**src/rtl/if_id_reg_if.sv**
```systemverilog
// IF/ID boundary bundle: fetch/hazard-side controls in, registered instruction and decode fields out.
// master = fetch + hazard unit side, slave = the IF/ID register itself.
interface if_id_reg_if #(
  parameter int unsigned CNT_W = 16
) ();
  logic             if_valid;
  logic [31:0]      if_instr;
  logic [31:0]      if_pc_plus4;
  logic             id_stall;
  logic             id_flush;
  logic             if_ready;
  logic             id_valid;
  logic [31:0]      id_instr;
  logic [31:0]      id_pc_plus4;
  logic [5:0]       id_opcode;
  logic [4:0]       id_rs;
  logic [4:0]       id_rt;
  logic [4:0]       id_rd;
  logic [4:0]       id_shamt;
  logic [5:0]       id_funct;
  logic [15:0]      id_imm16;
  logic [1:0]       id_ext_type;
  logic [CNT_W-1:0] stall_cnt;

  modport master (
    output if_valid, if_instr, if_pc_plus4, id_stall, id_flush,
    input  if_ready, id_valid, id_instr, id_pc_plus4, id_opcode, id_rs, id_rt,
           id_rd, id_shamt, id_funct, id_imm16, id_ext_type, stall_cnt
  );

  modport slave (
    input  if_valid, if_instr, if_pc_plus4, id_stall, id_flush,
    output if_ready, id_valid, id_instr, id_pc_plus4, id_opcode, id_rs, id_rt,
           id_rd, id_shamt, id_funct, id_imm16, id_ext_type, stall_cnt
  );
endinterface

```
**src/rtl/if_id_reg.sv**
```systemverilog
// IF/ID pipeline register: holds fetched instruction and PC+4 with stall/flush control,
// splits the instruction into decode fields and counts stall cycles (saturating).
module if_id_reg #(
  parameter logic [31:0] NOP_INSTR = 32'h0000_0000,
  parameter logic [31:0] RESET_PC4 = 32'h0000_0000,
  parameter int unsigned CNT_W     = 16
) (
  input  logic       clk,
  input  logic       rst,
  if_id_reg_if.slave bus
);

  localparam logic [CNT_W-1:0] CNT_MAX = '1;
  localparam logic [5:0]       OP_ANDI = 6'b001100;
  localparam logic [5:0]       OP_ORI  = 6'b001101;
  localparam logic [5:0]       OP_XORI = 6'b001110;
  localparam logic [5:0]       OP_LUI  = 6'b001111;

  logic             valid_q, valid_d;
  logic [31:0]      instr_q, instr_d;
  logic [31:0]      pc_plus4_q, pc_plus4_d;
  logic [CNT_W-1:0] stall_cnt_q, stall_cnt_d;
  logic [1:0]       ext_type;

  // Next-state: flush beats stall beats accept; anything else inserts a bubble.
  always_comb begin
    valid_d     = valid_q;
    instr_d     = instr_q;
    pc_plus4_d  = pc_plus4_q;
    stall_cnt_d = stall_cnt_q;
    if (bus.id_flush) begin
      valid_d = 1'b0;
      instr_d = NOP_INSTR;
    end else if (bus.id_stall) begin
      if (stall_cnt_q != CNT_MAX) begin
        stall_cnt_d = stall_cnt_q + CNT_W'(1);
      end
    end else if (bus.if_valid) begin
      valid_d    = 1'b1;
      instr_d    = bus.if_instr;
      pc_plus4_d = bus.if_pc_plus4;
    end else begin
      valid_d = 1'b0;
      instr_d = NOP_INSTR;
    end
  end

  always_ff @(posedge clk or posedge rst) begin
    if (rst) begin
      valid_q     <= 1'b0;
      instr_q     <= NOP_INSTR;
      pc_plus4_q  <= RESET_PC4;
      stall_cnt_q <= '0;
    end else begin
      valid_q     <= valid_d;
      instr_q     <= instr_d;
      pc_plus4_q  <= pc_plus4_d;
      stall_cnt_q <= stall_cnt_d;
    end
  end

  // Logical immediates zero-extend, lui places the immediate in the upper half.
  always_comb begin
    ext_type = 2'b00;
    case (instr_q[31:26])
      OP_ANDI, OP_ORI, OP_XORI: ext_type = 2'b11;
      OP_LUI:                   ext_type = 2'b01;
      default:                  ext_type = 2'b00;
    endcase
  end

  assign bus.if_ready    = ~bus.id_stall | bus.id_flush;
  assign bus.id_valid    = valid_q;
  assign bus.id_instr    = instr_q;
  assign bus.id_pc_plus4 = pc_plus4_q;
  assign bus.id_opcode   = instr_q[31:26];
  assign bus.id_rs       = instr_q[25:21];
  assign bus.id_rt       = instr_q[20:16];
  assign bus.id_rd       = instr_q[15:11];
  assign bus.id_shamt    = instr_q[10:6];
  assign bus.id_funct    = instr_q[5:0];
  assign bus.id_imm16    = instr_q[15:0];
  assign bus.id_ext_type = ext_type;
  assign bus.stall_cnt   = stall_cnt_q;

endmodule
```
**src/flat_wrapper.sv**
```systemverilog
// flat-port wrapper written by rule: the top's interface ports become plain ports
module if_id_reg_flat 
#(
  parameter logic [31:0] NOP_INSTR = 32'h0000_0000,
  parameter logic [31:0] RESET_PC4 = 32'h0000_0000,
  parameter int unsigned CNT_W     = 16
)
  (clk, rst, bus_if_valid, bus_if_instr, bus_if_pc_plus4, bus_id_stall, bus_id_flush, bus_if_ready, bus_id_valid, bus_id_instr, bus_id_pc_plus4, bus_id_opcode, bus_id_rs, bus_id_rt, bus_id_rd, bus_id_shamt, bus_id_funct, bus_id_imm16, bus_id_ext_type, bus_stall_cnt);
  if_id_reg_if #(.CNT_W(CNT_W)) bus_i ();
  input  logic clk;
  input  logic rst;
  input wire logic [$bits(bus_i.if_valid)-1:0] bus_if_valid;
  input wire logic [$bits(bus_i.if_instr)-1:0] bus_if_instr;
  input wire logic [$bits(bus_i.if_pc_plus4)-1:0] bus_if_pc_plus4;
  input wire logic [$bits(bus_i.id_stall)-1:0] bus_id_stall;
  input wire logic [$bits(bus_i.id_flush)-1:0] bus_id_flush;
  output wire logic [$bits(bus_i.if_ready)-1:0] bus_if_ready;
  output wire logic [$bits(bus_i.id_valid)-1:0] bus_id_valid;
  output wire logic [$bits(bus_i.id_instr)-1:0] bus_id_instr;
  output wire logic [$bits(bus_i.id_pc_plus4)-1:0] bus_id_pc_plus4;
  output wire logic [$bits(bus_i.id_opcode)-1:0] bus_id_opcode;
  output wire logic [$bits(bus_i.id_rs)-1:0] bus_id_rs;
  output wire logic [$bits(bus_i.id_rt)-1:0] bus_id_rt;
  output wire logic [$bits(bus_i.id_rd)-1:0] bus_id_rd;
  output wire logic [$bits(bus_i.id_shamt)-1:0] bus_id_shamt;
  output wire logic [$bits(bus_i.id_funct)-1:0] bus_id_funct;
  output wire logic [$bits(bus_i.id_imm16)-1:0] bus_id_imm16;
  output wire logic [$bits(bus_i.id_ext_type)-1:0] bus_id_ext_type;
  output wire logic [$bits(bus_i.stall_cnt)-1:0] bus_stall_cnt;
  assign bus_i.if_valid = bus_if_valid;
  assign bus_i.if_instr = bus_if_instr;
  assign bus_i.if_pc_plus4 = bus_if_pc_plus4;
  assign bus_i.id_stall = bus_id_stall;
  assign bus_i.id_flush = bus_id_flush;
  assign bus_if_ready = bus_i.if_ready;
  assign bus_id_valid = bus_i.id_valid;
  assign bus_id_instr = bus_i.id_instr;
  assign bus_id_pc_plus4 = bus_i.id_pc_plus4;
  assign bus_id_opcode = bus_i.id_opcode;
  assign bus_id_rs = bus_i.id_rs;
  assign bus_id_rt = bus_i.id_rt;
  assign bus_id_rd = bus_i.id_rd;
  assign bus_id_shamt = bus_i.id_shamt;
  assign bus_id_funct = bus_i.id_funct;
  assign bus_id_imm16 = bus_i.id_imm16;
  assign bus_id_ext_type = bus_i.id_ext_type;
  assign bus_stall_cnt = bus_i.stall_cnt;
  if_id_reg #(.NOP_INSTR(NOP_INSTR), .RESET_PC4(RESET_PC4), .CNT_W(CNT_W)) u_core (.clk(clk), .rst(rst), .bus(bus_i));
endmodule
```
**config.mk**
```make
export PLATFORM = sky130hd
export DESIGN_NAME = if_id_reg_flat
export DESIGN_NICKNAME = d
export VERILOG_FILES = /design/src/rtl/if_id_reg_if.sv /design/src/rtl/if_id_reg.sv /design/src/flat_wrapper.sv
export SDC_FILE = /design/constraint.sdc
export NUM_CORES = 1
export LEC_CHECK = 0
export ABC_CLOCK_PERIOD_IN_PS = 4430
export CORE_ASPECT_RATIO = 1.4
export CORE_MARGIN = 5
export CORE_UTILIZATION = 43
export CTS_BUF_LIST = sky130_fd_sc_hd__clkbuf_4 sky130_fd_sc_hd__clkbuf_8
export DETAILED_ROUTE_END_ITERATION = 6
export PLACE_DENSITY_LB_ADDON = 0.2
export RECOVER_POWER = 50
export SETUP_SLACK_MARGIN = 0.02
export SLEW_MARGIN = 5
export SYNTH_ARGS = -nofsm -noshare
export SYNTH_HDL_FRONTEND = slang
export SYNTH_SLANG_ARGS = --single-unit
```
**constraint.sdc**
```tcl
create_clock -name clk -period 4.43 [get_ports clk]
set_input_delay 0.886 -clock clk [delete_from_list [all_inputs] [get_ports clk]]
set_output_delay 0.886 -clock clk [all_outputs]
set_load 0.01 [all_outputs]
```
# Yosys cells after proc, flatten, opt, wreduce, memory -nomap -nowiden
# Cells that the tools add are included.
[totals] regBits=81 out_inout_bits=132 wordCells=24 inputBits=69
[classes] mux=7 reduce_logical=3 addsub=1 eq_ne=6 bitwise=3
[ops] op="$mux 32" n=3
[ops] op="$eq 6x4->1 const B" n=4
[ops] op="$add 16x1->16 const B" n=1
[ops] op="$ne 16x16->1 const B" n=1
[ops] op="$reduce_and 3->1" n=2
[ops] op="$pmux 2 s2" n=1
[ops] op="$mux 1" n=3
[ops] op="$reduce_or 3->1" n=1
[ops] op="$ne 2x1->1 const B" n=1
[ops] op="$not 1->1" n=2
[ops] op="$or 1x1->1" n=1

# Depth between registers and ports, before layout
[logic_depth] depth_word=3 mapped_depth=5 depth_no_buf=5

# Worst setup path after synthesis
# OpenSTA, ideal clock, no wires.
[synth_timing] kind="input to register" startpoint="in bus_id_flush" endpoint="reg u_core.pc_plus4_q[10] (netlist: u_core.bus.id_pc_plus4[10])" required_time_ps=4305 path_stages=4 setup_ps=125 path_slack_ps=2291 path_buffers=2 arrival_ps=2014 path_cell_list="nor3b_1 clkbuf_1 buf_2 mux2_2"
[synth_via] elab_chain_len=2
[synth_lines] element="from (decl)" line_no="flat_wrapper.sv:16" source="input wire logic [$bits(bus_i.id_flush)-1:0] bus_id_flush;"
[synth_lines] element="$not 1->1 (no line)"
[synth_lines] element="$reduce_and 3->1 (no line)"
[synth_lines] element="to (signal assigned)" line_no="if_id_reg.sv:57" source="pc_plus4_q <= pc_plus4_d;"
[synth_lines] element="to (decl)" line_no="if_id_reg.sv:21" source="logic [31:0] pc_plus4_q, pc_plus4_d;"
# Every way passes these cells.
# A chain may end at the register's enable or synchronous reset.

# Worst setup path after layout
[layout_timing] startpoint="in bus_id_stall" endpoint="out bus_if_ready"
[layout_via] elab_chain_len=2
[layout_lines] element="from (decl)" line_no="flat_wrapper.sv:15" source="input wire logic [$bits(bus_i.id_stall)-1:0] bus_id_stall;"
[layout_lines] element="$not 1->1 (no line)"
[layout_lines] element="$or 1x1->1" line_no="if_id_reg.sv:72" source="assign bus.if_ready = ~bus.id_stall | bus.id_flush;"
[layout_lines] element="to (decl)" line_no="flat_wrapper.sv:17" source="output wire logic [$bits(bus_i.if_ready)-1:0] bus_if_ready;"
# Every way passes these cells.

==> results.yml <==
run_status:
  status: "finished, violations left"
  violations: "max-capacitance violations, max-slew violations"
cts:
  cts.root.buffer_cell: "clkbuf_8"
  hold_buffers: 0
  htree_levels: 3
  cts_tree: "yes"
  cts_buffers: 9
  clk_path_buf_depth: 2
  insertion_delay_ns: 0.35
  clock_sinks: 81
  ctsResizeCount: 0
  clk_pin_slew_ns: 0.07
  postCtsSetupBuffers: 0
grt:
  grt_pass1_wl_mm: 15.0
  antenna_found_initial: 0
  grt_max_degree: 66
  grt_pass1_vias: 2787
  overflow: 0
  track_usage: 0.193
logic_synthesis:
  synth_xor_area_frac: 0.0223
  synth_top_area_frac: 0.573
  synthTopCellsByArea: "dfrtp_1 57%, buf_4 10%, mux2_2 10%"
  synth_fp_nets: 340
  synth-edff-count: 0
  synthFlopType: "dfrtp_1"
  synth.area.mux_share: 0.105
  yosysSeqAreaShare: 0.573
  yosys_register_bits: 81
  synth.avg_cell_area_um2: 13.1
  synth_top_family_by_area: "buffers and inverters"
  synth_compound_area_frac: 0.101
  yosys_warnings: 0
  synthTopCellsByCount: "81 x dfrtp_1, 48 x buf_4, 32 x a22o_1, 32 x mux2_2, 8 x nor3_1"
  netlist_instances: 270
  syn-cell-area_um2: 3530
  synth_most_common_cell: "dfrtp_1"
  synth_top_cell_by_area: "dfrtp_1"
  yosys.area_share.simple: 0.0750
  synth_cell_types: 38
  synth_adder_area_share: 0.00354
  async_flop_share: 1.00
setup_path:
  worstPathMaxFanout: 3
  worstSetupEndpointType: "output port"
  startpoint_type: "input pin"
  cp.depth: 4
  cp.required_ns: 3.54
  crit_chain: "dlygate4sd3_1, and2b_2, inv_1, clkdlybuf4s50_1"
  arrival_ns: 2.30
  critPathSlowestCell: "dlygate4sd3_1"
  crit_family: "buffers and inverters"
  rr_worst_depth: 5
  criticalPathCategory: "input pin to output port"
  crit_buf_inv: 3
  max_stage_delay_ns: 0.56
timing:
  tightest_slew_ns: 2.27
  post-route-min-period_ns: 3.19
  fin_skew_ns: 0.00598
  slew-limit-headroom: -0.519
  slew_violations: 53
  finalHoldViolCount: 0
  finalSetupViolations: 0
  timing.fmax_mhz: 314
  post-route-period-util: 0.720
  fin_setup_tns_ns: 0
  grt_setup_unrepaired: "false"
min_path:
  whs_path_depth: 1
  hold_class: "register to register"
drt:
  drt-initial-drc-count: 78
  viasPerCell: 5.05
  first_pass_iters: 4
  post_drt_wl_per_cell_um: 18.4
  drt_wl_total_mm: 9.78
  drc_errors: 0
  vias: 2684
  ant_nets: 0
placed_design:
  gp_congestion: 0.798
  dp_hpwl_mm: 7.34
  io_buffers: 200
  place_area_um2: 5280
finish:
  syn_to_final_growth_pct: 55.2
  post-route-util: 0.677
  drive_gt1_frac: 0.133
  fin_nets: 495
  n_antenna_cell: 0
  fillCellCount: 653
  final_area_um2: 5480
floorplan:
  die_h_um: 117
  core-area_um2: 8100
  dieArea_um2: 10200
  pin_count: 201
  rows: 39
  die_w_um: 86.6
  initial_core_util: 0.436
power:
  ir_drop_uv: 244
  powerDensity_nw_per_um2: 365
  p_leak_nw: 2.35
job:
  max-cap-violations: 1
-- flip-flops by register name (all words and copies together), names as in the netlist --
name                    flops
u_core.bus.stall_cnt       16
u_core.bus.id_instr        32
u_core.bus.id_valid         1
u_core.bus.id_pc_plus4     32
-- cell type report --
| class | instances | area, um2 | share of cell area |
|---|---|---|---|
| Sequential cell | 81 | 2030 | 0.370 |
| Timing Repair Buffer | 203 | 2020 | 0.368 |
| Multi-Input combinational cell | 128 | 1080 | 0.196 |
| Clock buffer | 11 | 145 | 0.0265 |
| Tap cell | 102 | 128 | 0.0233 |
| Clock inverter | 5 | 78.8 | 0.0144 |
| Inverter | 2 | 8.76 | 0.00160 |
-- metrics by stage --
stage,hold slack [ns],total power [mW],setup WS [ns],cells
CTS,0.488,2.05,1.30,532
floorplan,0.518,1.13,1.46,270
global placement,0.459,1.43,1.33,516
detailed placement,0.465,1.44,1.31,516
finish,0.479,2.00,1.24,532
global route,0.511,2.11,0.745,532
-- cells by family (layout without fill, tap and decap cells) --
kind of cell	count (synthesis)	after routing
flip-flops	81	81
buffers and inverters	61	221
AO/OA/AOI/OAI	44	44
AND/OR/NAND/NOR	41	41
multiplexers	33	33
XOR/XNOR	9	9
adder cells (fa/ha/maj)	1	1
-- layout by cell type, fill, tap and decap left out, types with 2 or more instances in the layout --
cell,netlist,final
a31oi_1,2,2
a21oi_1,3,3
dlygate4sd3_1,0,28
clkdlybuf4s50_1,0,172
clkinv_2,0,2
mux2_2,32,32
nor3_1,8,8
clkbuf_8,1,10
nor2_1,4,4
dfrtp_1,81,81
xor2_1,7,7
clkbuf_2,0,2
nor4_1,3,3
nand2_1,5,5
nand4_4,2,2
and3_1,1,2
o21ai_0,2,2
nand3_1,7,7
bufinv_16,0,2
xnor2_1,2,2
a22o_1,32,32
-- layer usage --
layer  wire, um  track usage  vias up  share of wire
met5          0            0        -              0
met4        141       0.0728        0          0.014
met3        943       0.0756       13          0.096
met2       4920        0.321      138           0.50
met1       3780        0.225     1306           0.39
li1           -            -     1227              -
-- worst paths after layout --
check	to	startpoint	slack [ns]
min in group asynchronous	u_core.bus.id_instr[11]$_DFFE_PP0N_	rst	1.60
max in group asynchronous	u_core.bus.id_instr[1]$_DFFE_PP0N_	rst	1.27
max	bus_if_ready	bus_id_stall	1.24
min reg2reg	u_core.bus.id_valid$_DFFE_PP0N_	u_core.bus.id_valid$_DFFE_PP0N_	0.48
max reg2reg	u_core.bus.stall_cnt[1]$_DFFE_PP0P_	u_core.bus.stall_cnt[0]$_DFFE_PP0P_	2.40
min	u_core.bus.id_valid$_DFFE_PP0N_	u_core.bus.id_valid$_DFFE_PP0N_	0.48
-- power by group --
group	leakage, nW	internal (mW)	switching, mW	total (mW)
Sequential	1.04	0.834	0.0760	0.910
Clock	0.117	0.338	0.258	0.596
Combinational	1.19	0.303	0.190	0.493
Total	2.35	1.48	0.524	2.00
Power figures use the tool's default switching activity.
